`config.mk`:
```
export PLATFORM = sky130hd
export DESIGN_NAME = decontatore_base_10
export DESIGN_NICKNAME = d
export VERILOG_FILES = /design/src/rtl/decontatore_base_10_pkg.sv /design/src/rtl/cifra_decrementatore_base_10.sv /design/src/rtl/decontatore_base_10.sv
export SDC_FILE = /design/constraint.sdc
export NUM_CORES = 1
export LEC_CHECK = 0
export CORE_MARGIN = 3
export CORE_UTILIZATION = 40
export DETAILED_ROUTE_END_ITERATION = 16
export GPL_TIMING_DRIVEN = 0
export PLACE_DENSITY = 0.77
export SLEW_MARGIN = 20
export SYNTH_ARGS = -nofsm -noshare
export SYNTH_HDL_FRONTEND = slang
export SYNTH_SLANG_ARGS = --single-unit
```
`constraint.sdc`:
```
create_clock -name clock -period 2.2 [get_ports clock]
set_clock_uncertainty 0.2 [all_clocks]
set_input_delay 0.22 -clock clock [delete_from_list [all_inputs] [get_ports clock]]
set_output_delay 0.22 -clock clock [all_outputs]
set_load 0.02 [all_outputs]
```
`src/rtl/decontatore_base_10_pkg.sv`:
```
// -----------------------------------------------------------------------------
// decontatore_base_10_pkg
// Shared definitions for the base-10 counter family:
//   - BCD digit constants CIFRA_0 / CIFRA_9
//   - FSM state encoding stato_t (FERMO = idle, CONTA = counting)
//   - cifra_valida(): checks that a nibble is a legal BCD digit (0000-1001)
// -----------------------------------------------------------------------------
package decontatore_base_10_pkg;

   localparam logic [3:0] CIFRA_0 = 4'd0;
   localparam logic [3:0] CIFRA_9 = 4'd9;

   typedef enum logic {
      FERMO = 1'b0,
      CONTA = 1'b1
   } stato_t;

   function automatic logic cifra_valida(input logic [3:0] cifra);
      return (cifra <= CIFRA_9);
   endfunction

endpackage

```
`src/rtl/cifra_decrementatore_base_10.sv`:
```
// -----------------------------------------------------------------------------
// cifra_decrementatore_base_10
// Single-digit combinational BCD decrementer, one link of a borrow chain.
// Ports:
//   cifra     in  [3:0]  current BCD digit
//   bi        in         borrow in (decrement request for this digit)
//   cifra_dec out [3:0]  digit after applying bi
//   bu        out        borrow out: set when bi wraps 0 -> 9
// -----------------------------------------------------------------------------
module cifra_decrementatore_base_10
   import decontatore_base_10_pkg::*;
(
   input  logic [3:0] cifra,
   input  logic       bi,
   output logic [3:0] cifra_dec,
   output logic       bu
);

   always_comb begin
      cifra_dec = cifra;
      bu        = 1'b0;
      if (bi) begin
         if (cifra == CIFRA_0) begin
            cifra_dec = CIFRA_9;
            bu        = 1'b1;
         end else begin
            cifra_dec = cifra - 4'd1;
         end
      end
   end

endmodule

```
`src/rtl/decontatore_base_10.sv`:
```
// -----------------------------------------------------------------------------
// decontatore_base_10
// Multi-digit BCD down-counter (countdown timer). Loads a BCD value and
// decrements it on each enabled cycle; stops at zero with a one-cycle 'fine'
// pulse, or in wrap mode rolls 0 -> 99..9 and asserts 'eu' for cascading.
// Ports:
//   clock    in                 rising-edge clock
//   reset    in                 asynchronous active-high reset
//   carica   in                 load request (highest priority)
//   d        in  [4*N_CIFRE-1:0] BCD load value, MS digit in top nibble
//   ei       in                 decrement enable, honoured only in CONTA
//   ciclico  in                 1 = wrap mode, 0 = stop-at-zero mode
//   q        out [4*N_CIFRE-1:0] current BCD count (registered)
//   eu       out                borrow out (combinational)
//   attivo   out                high while counting (registered)
//   fine     out                countdown reached zero (registered pulse)
//   errore   out                load rejected, invalid BCD (registered pulse)
// -----------------------------------------------------------------------------
module decontatore_base_10
   import decontatore_base_10_pkg::*;
#(
   parameter int N_CIFRE = 4
) (
   input  logic                   clock,
   input  logic                   reset,
   input  logic                   carica,
   input  logic [4*N_CIFRE-1:0]   d,
   input  logic                   ei,
   input  logic                   ciclico,
   output logic [4*N_CIFRE-1:0]   q,
   output logic                   eu,
   output logic                   attivo,
   output logic                   fine,
   output logic                   errore
);

   localparam int W = 4 * N_CIFRE;

   stato_t         stato, stato_next;
   logic [W-1:0]   q_next;
   logic [W-1:0]   q_dec;
   logic           fine_next;
   logic           errore_next;
   logic           d_valido;
   logic           q_zero;
   logic           q_dec_zero;
   logic [N_CIFRE:0] prestito;

   // The chain is fed with the real tick condition, so the final borrow is
   // exactly "a decrement is happening from all zeros"; eu then only needs
   // the wrap-mode qualifier.
   assign prestito[0] = attivo & ei & ~carica;

   for (genvar k = 0; k < N_CIFRE; k++) begin : g_cifre
      cifra_decrementatore_base_10 u_cifra (
         .cifra     (q[4*k +: 4]),
         .bi        (prestito[k]),
         .cifra_dec (q_dec[4*k +: 4]),
         .bu        (prestito[k+1])
      );
   end

   assign eu         = prestito[N_CIFRE] & ciclico;
   assign q_zero     = (q == '0);
   assign q_dec_zero = (q_dec == '0);

   always_comb begin
      d_valido = 1'b1;
      for (int k = 0; k < N_CIFRE; k++) begin
         if (!cifra_valida(d[4*k +: 4])) begin
            d_valido = 1'b0;
         end
      end
   end

   always_comb begin
      stato_next  = stato;
      q_next      = q;
      fine_next   = 1'b0;
      errore_next = 1'b0;
      if (carica) begin
         if (!d_valido) begin
            errore_next = 1'b1;
         end else if (d == '0) begin
            q_next     = '0;
            stato_next = FERMO;
         end else begin
            q_next     = d;
            stato_next = CONTA;
         end
      end else if (stato == CONTA) begin
         if (q_zero && !ciclico) begin
            // zero left over from wrap mode after ciclico dropped
            stato_next = FERMO;
            fine_next  = 1'b1;
         end else if (ei) begin
            q_next = q_dec;
            if (!ciclico && !q_zero && q_dec_zero) begin
               stato_next = FERMO;
               fine_next  = 1'b1;
            end
         end
      end
   end

   always_ff @(posedge clock or posedge reset) begin
      if (reset) begin
         stato  <= FERMO;
         q      <= '0;
         attivo <= 1'b0;
         fine   <= 1'b0;
         errore <= 1'b0;
      end else begin
         stato  <= stato_next;
         q      <= q_next;
         attivo <= (stato_next == CONTA);
         fine   <= fine_next;
         errore <= errore_next;
      end
   end

endmodule

```
== After elaboration in Yosys (flattened, before gate mapping) ==
Cells that the tools add are included.
Storage, ports and cells
  bits in latches: 0
  output and inout bits: 20
  memory bits (read-only): 0
  flip-flop bits (word level): 19
  bits in writable memories: 0
  input port bits: 21
  logic and storage cells: 73
  memories kept: 0
Cells by class
  reduce and logical (&&, ||, !) cells: 15
  divide/modulo/power cells: 0
  eq/ne operators: 2
  $lt $le $gt $ge: 4
  $mul: 0
  add/sub/neg operators: 4
  bitwise logic cells: 4
  shift-type cells: 0
  multiplexer cells: 40
Operators by type and width (count)
  2-to-1 mux 16 bit: 6
  logical NOT 16 bit: 3
  2-to-1 mux 4 bit: 8
  2-to-1 mux 1 bit: 26
  <= comparator 4 bit (second input constant): 4
  logical NOT 4 bit: 4
  subtractor 4 x 1 -> 4 bit (second input constant): 4
  AND reduction 4 bit: 1
  nonzero test 2 bit: 2
  AND 1 bit: 3
  logical AND 1 bit: 3
  logical NOT 1 bit: 2
  inequality test 2 x 1 -> 1 bit (second input constant): 1
  inequality test 2 bit (second input constant): 1
  inverter 1 bit: 1

== Depth between registers and ports, before layout ==
Gate-level depths: netlist of run 1.
  depth after elaboration: 13
  gate-level depth with buffers: 7
  depth with buffers taken out: 5

== Cells and area by module ==
Synthesis of run 1 repeated with hierarchy kept, for this count alone.
Unflattened totals
  cell total of the unflattened synthesis: 144
  area total of the unflattened synthesis: 1417.6 um2
By module, submodules not included
  decontatore_base_10: area each 1102.3 um2, instances 1, cells each 100
  cifra_decrementatore_base_10: area each 78.8 um2, instances 4, cells each 11

== Worst setup path after synthesis of run 1 ==
OpenSTA, ideal clock, no wires.
  kind: reg2reg
  from: register q[1]
  to: register q[11]
  buffers on the path: 2
  arrival: 2.003 ns
  cell stages (with the launch flop): 8
  path slack: -0.124 ns
  data required time: 1.879 ns
  cells stage by stage: dfrtp_1 buf_4 or4_4 nor3_2 a21oi_1 buf_2 o22a_1 o22a_1
Between the ends
  word-level cells in the longest chain between the ends: 9
  elaborated cells between the ends (all ways): 13
  those cells by class: 1 x eq/ne; 8 x mux; 4 x reduce/logical
RTL lines
  start: declaration: RTL line decontatore_base_10.sv:30  | output logic [4*N_CIFRE-1:0] q,
  start signal: assignment: RTL line decontatore_base_10.sv:115  | q <= q_next;
  logical NOT 4 bit: RTL line cifra_decrementatore_base_10.sv:23  | if (cifra == CIFRA_0) begin
  2-to-1 mux 1 bit: RTL line cifra_decrementatore_base_10.sv:23
  2-to-1 mux 1 bit (2 in a row): RTL line cifra_decrementatore_base_10.sv:22  | if (bi) begin
  2-to-1 mux 4 bit: RTL line cifra_decrementatore_base_10.sv:22
  2-to-1 mux 16 bit: RTL line decontatore_base_10.sv:96  | end else if (ei) begin
  2-to-1 mux 16 bit: RTL line decontatore_base_10.sv:92  | if (q_zero && !ciclico) begin
  2-to-1 mux 16 bit: RTL line decontatore_base_10.sv:91  | end else if (stato == CONTA) begin
  2-to-1 mux 16 bit: RTL line decontatore_base_10.sv:81  | if (carica) begin
Parallel ways exist; a longest one is shown, timed or not. The select of a mux whose other input is x is not followed.
A chain may end at the register's enable or synchronous reset.

== Worst setup path in the final report of run 1 ==
Ends and elaborated chain as after synthesis.

==> flow_summary.json, run 1 <==
{
  "ios": 41,
  "fillers": 268,
  "synth_area_leader_cell": "dfrtp_1",
  "clk_pin_slew_worst_paths_ns": 0.12,
  "grt_overflow": 0,
  "yosysMostFrequentCell": "dfrtp_1",
  "worst-endpoint-arrival_ns": 2.26,
  "fin_ws_ns": -0.0418,
  "rr_endpoint": "q[11]",
  "row_count": 20,
  "hold_viol": 0,
  "netlist_instances": 168,
  "min_period_over_period_pct": 102,
  "p_leak_nw": 0.804,
  "finalPower_w": 0.00161,
  "drc": 0,
  "dr.first_iter.drc_count": 140,
  "start_util_pct": 43.9,
  "path_class": "reg -> reg",
  "gp_congestion": 0.958,
  "synth_warnings": 0,
  "end_kind": "flop",
  "final_cell_area_mm2": 0.00218,
  "ir_drop_mv": 0.473,
  "min_path_type": "in -> async",
  "grt_max_degree": 20,
  "whs_ns": 0.126,
  "reg2reg_setup_slack_ns": -0.04,
  "outcome": "finished with violations",
  "clock_sinks": 19,
  "synth.avg_cell_area_um2": 8.36,
  "place_hpwl_mm": 3.42,
  "synth_nets": 189,
  "grt_pass1_vias": 1598,
  "synth_top_area_share_pct": 33.8,
  "rsz0062_at_grt": "true",
  "nets": 247,
  "insertion_delay_ns": 0.31,
  "synthArstFlopShare_pct": 100,
  "final-setup-viol-count": 4,
  "drt-wirelength-per-cell_um": 19.1,
  "synthTopCellsByCount": "dfrtp_1 (19), nor2_1 (16), a21oi_1 (11)",
  "cts_tree": "done",
  "slew_headroom_pct": 49.0,
  "die-area_mm2": 0.00426,
  "cp_max_fo": 5,
  "port_buffers": 40,
  "cp-start-kind": "flop",
  "fin_crit_ns": 2.24,
  "drv_cap": 0,
  "syn_area_mm2": 0.00141,
  "drt-pass1-iter-count": 4,
  "numCtsBuffers": 3,
  "ff2ff_path_depth": 6,
  "cts_buffer_depth": 2,
  "drive_gt1_share_pct": 27.1,
  "core_area_mm2": 0.00320,
  "vias": 1728,
  "viasPerCell": 6.42,
  "synth-seq-cells": 19,
  "htree_levels": 1,
  "wl_mm": 5.15,
  "slew_violations": 0,
  "synth.distinct_cells": 47,
  "cts-root-buf": "clkbuf_4",
  "antenna_cells": 0,
  "grt_use_total_pct": 24.5,
  "die_h_um": 65.3,
  "dieWidth_um": 65.3,
  "antenna_found_initial": 0,
  "critPathCapture": "q[11]",
  "violations": "negative setup slack",
  "r2r-start": "q[1]",
  "crit_required_ns": 2.22,
  "synth_seq_area_share_pct": 33.8,
  "synth-edff-count": 0,
  "grt_pass1_wl_mm": 8.08,
  "powerDensity_mw_per_mm2": 740,
  "crit_start": "q[1]",
  "worstMarginPinSlew_ns": 0.764,
  "ys.flop_type": "dfrtp_1",
  "fin_util_pct": 68.1,
  "antenna_left": 0,
  "fmax_ghz": 0.446,
  "synth_area_leaders": "dfrtp_1 (34%), nor4_1 (4.5%), o2bb2ai_1 (4.4%), nor2_1 (4.3%), a21oi_1 (3.9%)",
  "area_growth_syn_to_layout_pct": 55.2,
  "place_area_mm2": 0.00189
}
## layout by cell type (no fill, tap or decap), types with 2 or more instances in the layout
cell | netlist | routed
nor3b_2 | 0 | 2
a22oi_1 | 4 | 3
buf_4 | 1 | 13
o21a_1 | 2 | 2
o21ai_2 | 0 | 2
a31oi_1 | 2 | 2
clkbuf_2 | 1 | 2
buf_6 | 0 | 4
dfrtp_2 | 0 | 5
o21ai_0 | 8 | 5
clkbuf_1 | 5 | 3
mux2_2 | 2 | 2
mux2i_1 | 3 | 3
a21oi_1 | 11 | 9
nor4_4 | 1 | 3
o211ai_1 | 2 | 2
dfrtp_1 | 19 | 14
nand3_2 | 0 | 3
o2bb2ai_1 | 7 | 6
inv_1 | 3 | 3
or4_4 | 1 | 2
a2bb2oi_1 | 2 | 2
clkbuf_4 | 0 | 3
o22a_1 | 2 | 2
nand3_1 | 9 | 6
nor4_1 | 10 | 7
nand2_1 | 7 | 6
clkdlybuf4s50_1 | 0 | 39
nor2_1 | 16 | 15
nor3_1 | 10 | 9
nor4b_2 | 0 | 2
buf_2 | 3 | 2
nand4b_1 | 3 | 3
nand4_1 | 3 | 3
o22ai_1 | 6 | 5
## state kept, by name, indices dropped and copies added (netlist names)
signal  cells
errore      1
q          16
fine        1
stato       1
## where the power goes
group          internal (W)  switching (W)  leakage [nW]  total, W
Clock             0.0000681       0.000123        0.0177  0.000191
Sequential         0.000434       0.000158         0.229  0.000591
Combinational      0.000406       0.000425         0.558  0.000831
## per-stage QoR
| step | setup slack [ns] | setup TNS [ns] | instances |
|---|---|---|---|
| final | -0.0418 | -0.0936 | 269 |
| after global placement | -0.686 | -4.11 | 252 |
| after floorplan | 0.00781 | 0 | 168 |
| after detailed placement | -0.698 | -4.40 | 252 |
| after CTS | -0.0529 | -0.106 | 265 |
| after global routing | -0.106 | -0.779 | 269 |
## routing by layer
| metal | wire, um | share of wire [%] | up-vias | global-route usage (%) |
|---|---|---|---|---|
| met5 | 0 | 0 | - | 0 |
| met2 | 2400 | 47 | 107 | 38.7 |
| met3 | 441 | 8.6 | 15 | 4.10 |
| li1 | - | - | 773 | - |
| met1 | 2160 | 42 | 833 | 33.2 |
| met4 | 147 | 2.9 | 0 | 9.59 |
## worst max-delay path, stage by stage, from the launching register on
cell and delay, ns:
dfrtp_2 0.49, or4_4 0.60, nor3_4 0.24, a21oi_4 0.12
buf_6 0.16, o22a_1 0.19, o22a_1 0.15
## how the worst min path moves through the flow
| stage | start | endpoint | slack [ns] | depth (start not counted) |
|---|---|---|---|---|
| 3_5_place_dp | q[7] | q[7] | 0.36 | 1 |
| 5_1_grt | reset | errore | 0.20 | 2 |
| 4_1_cts | reset | errore | 0.16 | 2 |
| 3_3_place_gp | q[7] | q[7] | 0.36 | 1 |
| 2_1_floorplan | reset | errore | -0.03 | 1 |
| 6_report | reset | errore | 0.13 | 2 |
## timing repair
action                                  4_1_cts  5_1_grt
setup buffers                                10        4
resized for setup                            18       29
hold buffers                                  0        0
cloned                                        1        0
endpoints found under the setup margin       16       18
pin swaps                                     8        7
## kinds of logic (layout without fill, tap and decap cells)
kind of cell    after synthesis  count (layout)  synth area share, %
simple gates                 75              75                 31.3
compound gates               54              54                 26.1
flops                        19              19                 33.8
buf+inv                      14              71                 4.36
mux                           5               5                 3.74
xor+xnor                      1               1                0.623
## cell type report
cell class / count / area (um2) / area share (%)
multi-input combinational: 135 / 1040 / 47.6
clock inverter: 1 / 5.00 / 0.229
inverter: 3 / 11.3 / 0.516
timing repair buffer: 55 / 515 / 23.6
buffer: 9 / 52.6 / 2.41
clock buffer: 3 / 22.5 / 1.03
sequential: 19 / 482 / 22.1
tap: 44 / 55.1 / 2.52
Note: power is estimated with default switching activity, not from simulation.
==> inputs of run 2 (changes only) <==
Settings changed: ABC_CLOCK_PERIOD_IN_PS from default to 2200, CAP_MARGIN from default to 20.
==> results of run 2 <==
The final DEF is identical to that of run 1; final timing and power are the same.
==> inputs of run 3 (changes only) <==
Settings changed: SETUP_SLACK_MARGIN from default to 0.1.
==> run 3 against run 2 <==
Compared with the run above:
- the run still ends with negative setup slack left
- routed wire length up 17%
- largest cell class unchanged
- flip-flop and latch count unchanged
- hold slack gained 0.0057 ns
- worst setup slack worse by 0.011 ns
- total power increased by 8.2%
==> flow_summary.json, run 3 (synthesis gave the netlist of run 1 again) <==
{
  "cp_max_fo": 5,
  "final_common_cell": "clkdlybuf4s50_1",
  "rr_endpoint": "q[11]",
  "cp-start-kind": "flop",
  "grt_overflow": 0,
  "drt-pass1-iter-count": 8,
  "critical_path.max_stage_delay_ns": 0.54,
  "die_h_um": 65.3,
  "seqCellArea_um2": 483,
  "slew_violations": 0,
  "fin_ws_ns": -0.0530,
  "regMostFlops": "q",
  "grt_max_degree": 20,
  "row_count": 20,
  "cts_buffer_depth": 2,
  "reg2reg_setup_slack_ns": -0.05,
  "mostFrequentLayoutCells": "clkdlybuf4s50_1 (39), buf_4 (21), nor2_1 (15), dfrtp_1 (13), a21oi_1 (8)",
  "ios": 41,
  "fin_crit_ns": 2.25,
  "final-setup-viol-count": 8,
  "start_util_pct": 43.9,
  "drc": 0,
  "min_period_over_period_pct": 102,
  "fmax_ghz": 0.444,
  "area_growth_syn_to_layout_pct": 71.1,
  "crit_buf_inv": 1,
  "slew_headroom_pct": 49.8,
  "slowest_stage": "or4_4",
  "viasPerCell": 6.59,
  "rsz0062_at_grt": "true",
  "dieWidth_um": 65.3,
  "clock_sinks": 19,
  "drive_gt1_share_pct": 37.3,
  "grt_pass1_wl_mm": 8.87,
  "crit_required_ns": 2.22,
  "nets": 258,
  "ff2ff_path_depth": 6,
  "port_buffers": 40,
  "grt_pass1_vias": 1745,
  "path_cells": "or4_4 > and4bb_2 > a21oi_4 > buf_6 > o22a_1 > o22a_1",
  "place_hpwl_mm": 3.55,
  "critPathCapture": "q[11]",
  "antenna_cells": 0,
  "wl_mm": 6.03,
  "cts_tree": "done",
  "min_path_type": "in -> async",
  "final_cells": 280,
  "path_class": "reg -> reg",
  "powerDensity_mw_per_mm2": 726,
  "dr.first_iter.drc_count": 194,
  "path_common_cell": "o22a_1",
  "fin_util_pct": 75.0,
  "htree_levels": 1,
  "p_leak_nw": 0.906,
  "crit_start": "q[6]",
  "outcome": "finished with violations",
  "crit_family": "simple AND/OR/NAND/NOR gates",
  "finalPower_w": 0.00175,
  "violations": "negative setup slack",
  "grt_use_total_pct": 26.8,
  "die-area_mm2": 0.00426,
  "gp_congestion": 0.967,
  "cp_num_cells": 6,
  "end_kind": "flop",
  "hold_viol": 0,
  "antenna_found_initial": 0,
  "insertion_delay_ns": 0.31,
  "multi_input_area_mm2": 0.00114,
  "holdBufCountCts": 0,
  "final_cell_area_mm2": 0.00240,
  "ir_drop_mv": 0.526,
  "core_area_mm2": 0.00320,
  "numCtsBuffers": 3,
  "antenna_left": 0,
  "drv_cap": 0,
  "dpl.cell_count": 252,
  "worst-endpoint-arrival_ns": 2.27,
  "cts-root-buf": "clkbuf_4",
  "fillers": 250,
  "worstMarginPinSlew_ns": 0.752,
  "r2r-start": "q[6]",
  "largest_reg_flops": 16,
  "vias": 1846,
  "place_area_mm2": 0.00190,
  "clk_pin_slew_worst_paths_ns": 0.13,
  "drt-wirelength-per-cell_um": 21.5
}
[run 3: per-layer routing]
layer  global-route usage, %  up-vias  share of wire, %
met5                       0        -                 0
met1                    34.5      860                38
met3                    4.44       37                10
met2                    44.9      151                47
li1                        -      798                 -
met4                    10.1        0               4.8
[run 3: how the worst min path moves through the flow]
stage / depth (start not counted) / endpoint / startpoint
global route: 2 / q[6] / reset
detailed placement: 1 / q[8] / q[8]
finish: 2 / q[9] / reset
CTS: 2 / errore / reset
floorplan: 1 / errore / reset
global placement: 1 / q[7] / q[7]
[run 3: what timing repair did]
| action | CTS | global route |
|---|---|---|
| setup endpoints to repair | 19 | 19 |
| pin swaps | 14 | 15 |
| buffers inserted | 15 | 7 |
| gates resized for setup | 38 | 34 |
| cloned | 2 | 0 |
[run 3: layout make-up]
cell class / instances / area share (%)
multi-input combinational: 135 / 47.5
timing repair buffer: 64 / 25.0
sequential: 19 / 20.1
buffer: 11 / 3.44
tap: 44 / 2.29
clock buffer: 3 / 0.937
inverter: 3 / 0.469
clock inverter: 1 / 0.208
[run 3: stage by stage]
step / hold WS (ns) / setup slack [ns] / setup TNS, ns
2_1_floorplan: -0.0291 / 0.0218 / 0
3_3_place_gp: 0.361 / -0.691 / -3.90
3_5_place_dp: 0.364 / -0.761 / -4.97
4_1_cts: 0.158 / -0.0278 / -0.106
5_1_grt: 0.196 / -0.122 / -0.926
6_report: 0.132 / -0.0530 / -0.174
[run 3: power breakdown]
group	total [W]	internal (W)	leakage, nW	switching [W]
Sequential	0.000584	0.000434	0.228	0.000151
Clock	0.000190	0.0000679	0.0177	0.000122
Combinational	0.000972	0.000483	0.660	0.000489
Total	0.00175	0.000984	0.906	0.000762
[run 3: worst reg2reg max path: stages, from the launching register on]
cell      delay, ns
dfrtp_2        0.47
or4_4          0.54
and4bb_2       0.35
a21oi_4        0.09
buf_6          0.16
o22a_1         0.20
o22a_1         0.15
